[src/rtl/arbitro_registrador_n_pkg.sv]
// rtl/arbitro_registrador_n_pkg.sv - shared state encodings for the register arbiter
package arbitro_registrador_n_pkg;

    typedef enum logic [2:0] {
        OCIOSO   = 3'd0,
        ESCREVE  = 3'd1,
        CONFIRMA = 3'd2,
        LIBERA   = 3'd3,
        LIMPA    = 3'd4
    } estado_t;

endpackage

[src/rtl/arbitro_registrador_n_rr_prioridade.sv]
// rtl/arbitro_registrador_n_rr_prioridade.sv - combinational round-robin winner select
module rr_prioridade
    import arbitro_registrador_n_pkg::*;
#(
    parameter int K     = 4,
    parameter int IDX_W = 2
) (
    input  logic [K-1:0]     req,
    input  logic [IDX_W-1:0] ptr,
    output logic             valid,
    output logic [IDX_W-1:0] idx
);

    // Scan from the far end so the closest requester to ptr is written last and wins.
    always_comb begin
        valid = 1'b0;
        idx   = '0;
        for (int off = K - 1; off >= 0; off--) begin
            if (req[(int'(ptr) + off) % K]) begin
                valid = 1'b1;
                idx   = IDX_W'((int'(ptr) + off) % K);
            end
        end
    end

endmodule

[src/rtl/arbitro_registrador_n.sv]
// rtl/arbitro_registrador_n.sv - round-robin write arbiter in front of one shared registrador_n
module arbitro_registrador_n
    import arbitro_registrador_n_pkg::*;
#(
    parameter int N     = 32,
    parameter int K     = 4,
    parameter int CNT_W = 8,
    localparam int IDX_W = (K > 1) ? $clog2(K) : 1
) (
    input  logic             clock,
    input  logic             clear_n,
    input  logic [K-1:0]     req,
    input  logic [K*N-1:0]   data_in,
    input  logic             limpa,
    output logic [K-1:0]     ack,
    output logic             reg_enable,
    output logic             reg_clear,
    output logic [N-1:0]     reg_D,
    output logic [IDX_W-1:0] grant_idx,
    output logic             busy,
    output logic [CNT_W-1:0] write_count
);

    estado_t          state;
    logic [IDX_W-1:0] ptr;
    logic             win_valid;
    logic [IDX_W-1:0] win_idx;
    logic [IDX_W-1:0] next_ptr;
    logic [N-1:0]     win_data;

    rr_prioridade #(.K(K), .IDX_W(IDX_W)) u_rr (
        .req   (req),
        .ptr   (ptr),
        .valid (win_valid),
        .idx   (win_idx)
    );

    always_comb begin
        win_data = '0;
        for (int i = 0; i < K; i++) begin
            if (win_idx == IDX_W'(i)) begin
                win_data = data_in[i*N +: N];
            end
        end
    end

    assign next_ptr = (win_idx == IDX_W'(K - 1)) ? '0 : win_idx + 1'b1;
    assign busy     = (state != OCIOSO);

    // reg_D doubles as the latched write data, so it holds outside ESCREVE.
    always_ff @(posedge clock or negedge clear_n) begin
        if (!clear_n) begin
            state       <= OCIOSO;
            ptr         <= '0;
            ack         <= '0;
            reg_enable  <= 1'b0;
            reg_clear   <= 1'b0;
            reg_D       <= '0;
            grant_idx   <= '0;
            write_count <= '0;
        end else begin
            ack        <= '0;
            reg_enable <= 1'b0;
            reg_clear  <= 1'b0;
            case (state)
                OCIOSO: begin
                    if (limpa) begin
                        state     <= LIMPA;
                        reg_clear <= 1'b1;
                    end else if (win_valid) begin
                        state      <= ESCREVE;
                        reg_enable <= 1'b1;
                        reg_D      <= win_data;
                        grant_idx  <= win_idx;
                        ptr        <= next_ptr;
                    end
                end
                ESCREVE: begin
                    state       <= CONFIRMA;
                    ack         <= K'(1) << grant_idx;
                    write_count <= write_count + 1'b1;
                end
                CONFIRMA: state <= LIBERA;
                // Wait for the owner to drop its level so one request never writes twice.
                LIBERA: begin
                    if (!req[grant_idx]) begin
                        state <= OCIOSO;
                    end
                end
                LIMPA:   state <= OCIOSO;
                default: state <= OCIOSO;
            endcase
        end
    end

endmodule

[config.mk]
export PLATFORM = sky130hd
export DESIGN_NAME = arbitro_registrador_n
export DESIGN_NICKNAME = d
export VERILOG_FILES = /design/src/rtl/arbitro_registrador_n_pkg.sv /design/src/rtl/arbitro_registrador_n_rr_prioridade.sv /design/src/rtl/arbitro_registrador_n.sv
export SDC_FILE = /design/constraint.sdc
export NUM_CORES = 1
export LEC_CHECK = 0
export ABC_AREA = 1
export CAP_MARGIN = 0
export CORE_ASPECT_RATIO = 1.25
export CORE_MARGIN = 5
export CORE_UTILIZATION = 40
export DETAILED_ROUTE_END_ITERATION = 12
export GPL_ROUTABILITY_DRIVEN = 0
export PLACE_DENSITY = 0.79
export SLEW_MARGIN = 30
export SYNTH_ARGS = -nofsm -noshare
export SYNTH_HDL_FRONTEND = slang
export SYNTH_SLANG_ARGS = --single-unit
export TNS_END_PERCENT = 30
[constraint.sdc]
create_clock -name clock -period 3.2 [get_ports clock]
set_input_delay 0.96 -clock clock [delete_from_list [all_inputs] [get_ports clock]]
set_output_delay 0.96 -clock clock [all_outputs]
set_load 0.05 [all_outputs]
==> reports/results.ini <==
[worst_setup_path]
cp_slowest_stage_delay_ps=500
endpoint_kind=flop
required_ps=3440
cpMostUsedCell=nand2_1
cp-start-kind=input port
critPathSlowestCell=clkdlybuf4s50_1
crit_chain=clkdlybuf4s50_1 > inv_1 > nand2_1 > nand3_1 > nand2_1 > inv_1 > nand2_1 > nand3_1 > nand2_1 > inv_1 > ha_2 > nor2_4 > buf_8 > nand2_1 > a22oi_1 > mux2i_1 > o21ai_2
crit_fanout=20
cp.arrival_ps=3230
crit_type=input port to flop

[synthesis]
synth.most_common_cell=nand2_1
synth-warning-count=0
synth_common_cells=110 x nand2_1, 53 x dfrtp_1, 50 x inv_1
synthTopCellsByArea=dfrtp_1 39%, nand2_1 12%, mux2i_1 9.4%
synthArstFlopShare_pct=100
syn_avg_cell_area_um2=8.06
syn-cell-area_mm2=0.00342
synth_flop_cell=dfrtp_1
synth-seq-cells=53
syn-num-nets=564
synth.top_cell.area_share_pct=38.8
yosysSeqAreaShare_pct=38.8
synth_enable_flop_cells=0
synth_largest_area_cell=dfrtp_1
postSynthCellCount=424
yosysUniqueCellTypes=29

[sta]
relSlewSlack_pct=57.4
max_clock_freq_mhz=335
min_period_ps=2990
period_share_pct=93.3
hold_viol_final=0
worst_slew_pin_slew_ps=640
finClkSkew_ps=8.26
finalSetupViolations=0
rsz0062_at_grt=false
hold_slack_ps=483
drv_slew=0

[power]
p_per_area_mw_per_mm2=1190
seq_power_share_pct=17.1
clkPwrFrac_pct=7.0
internal-power_mw=3.21
combPwrFrac_pct=75.9
switching_power_mw=3.40
ir_drop_v=0.000566
leakagePower_nw=2.56
p_sw_share_pct=51.4
power_mw=6.61

[cts]
clk_latency_ps=310
cts_tree=built
clockBufferDepth=2
clk_pin_slew_worst_paths_ps=100
cts-root-buf=clkbuf_8
cts.sinks=53
numCtsBuffers=5
htreeDepth=2
post_cts_buffers=0

[routing]
drc=0
dr.pass1.iters=4
drt-wirelength-per-cell_um=15.4
initialDrtViolationCount=147
routed_via_density=5.04
routed_wl_um=10800
final_antenna_net_count=0
vias=3526

[place]
numPortBuffers=183
dp_hpwl_um=8690

[global_routing]
grt_max_degree=37
grt_usage_pct=20.4
grt_pass1_vias=3641
grt_pass1_wl_um=17400
antenna_found_initial=0
grt-ovfl-total=0

[min_path]
min_path_type=flop to flop

[floorplan]
die_area_mm2=0.0105
ioPinCount=184
die_height_um=113
initial_core_util_pct=41.2
rows=37
core_region_area_mm2=0.00829
die_x_um=92.7

[finish]
drive_gt1_share_pct=9.95
diodes=0
fin_nets=742
area_delta_synth_final_pct=61.8

[status]
status=complete, no violations

[run]
maxCapViolCount=0

[flip-flops by register name, indices dropped and copies added (netlist names)]
name / count
ack: 4
reg_D: 32
reg_clear: 1
grant_idx: 2
reg_enable: 1
state: 3
write_count: 8
ptr: 2
[what timing repair did]
item,in CTS,in global routing
setup endpoints to repair,0,32
gates resized for setup,0,11
hold buffers,0,0
[cell families after synthesis]
kind of cell	share of synthesized area (%)
xor+xnor	1.79
fa+ha+maj	1.83
mux	9.37
compound gates	20.0
flops	38.8
simple gates	17.4
buf+inv	10.8
[critical path, delay by kind of cell]
| family | cells | cell delay [ps] |
|---|---|---|
| buf+inv | 5 | 890 |
| simple gates | 8 | 740 |
| compound gates | 2 | 280 |
| fa+ha+maj | 1 | 220 |
| mux | 1 | 120 |
[final cells by class]
type	instances	area, um^2
timing repair buffer	198	2030
clock buffer	5	68.8
multi-input combinational	292	1740
clock inverter	3	46.3
tap	97	121
fill	709	2760
sequential	53	1330
inverter	52	198
[path summary, 6_finish.rpt]
check,start,to,slack (ps),depth (start not counted)
worst max register to register,ptr[0]$_DFFE_PN0P_,reg_D[18]$_DFFE_PN0P_,780,16
worst min-delay path,write_count[7]$_DFFE_PN0P_,write_count[7]$_DFFE_PN0P_,480,1
max in group asynchronous,clear_n,reg_D[26]$_DFFE_PN0P_,1750,2
worst max-delay path,req[3],reg_D[18]$_DFFE_PN0P_,210,17
worst min register to register,write_count[7]$_DFFE_PN0P_,write_count[7]$_DFFE_PN0P_,480,1
min in group asynchronous,clear_n,ptr[0]$_DFFE_PN0P_,670,1
[per-stage QoR]
step                utilization [%]  cell area (um^2)  worst slack [ps]  cells  setup TNS, ps
global placement               64.8              5370              -110    692           -524
finish                         66.7              5530               215    700              0
CTS                            66.2              5490              67.0    700              0
detailed placement             64.8              5370              -258    692          -5100
global route                   66.7              5530              45.0    700              0
floorplan                         -              3420               473    424              0
[placed cells by master (no fill, tap or decap), types with 7 or more instances in the layout]
cell type          n
mux2i_1           32
a22oi_1           31
o21ai_2           22
nor2_1             9
nand2_1          109
clkdlybuf4s50_1  182
o21ai_1           12
dfrtp_1           53
buf_4              7
nand3_1           11
inv_1             50
a21oi_1           33
[routing by layer]
layer	vias up	share of wire (%)	track usage, %	routed length, um
met5	-	0	0	0
met4	0	1.7	5.28	182
met3	13	8.2	5.52	880
met2	137	54	39.2	5880
met1	1624	36	21.8	3850
li1	1752	-	-	-
[power groups by stage]
stage                     Clock, mW  Combinational, mW  Sequential [mW]
after floorplan                   0               2.72             1.88
after global placement            0               4.76             1.12
after detailed placement          0               4.89             1.14
after CTS                     0.471               4.92             1.13
after global routing          0.495               5.47             1.17
final                         0.462               5.02             1.13
No activity file was read; power rests on OpenSTA's default activity.
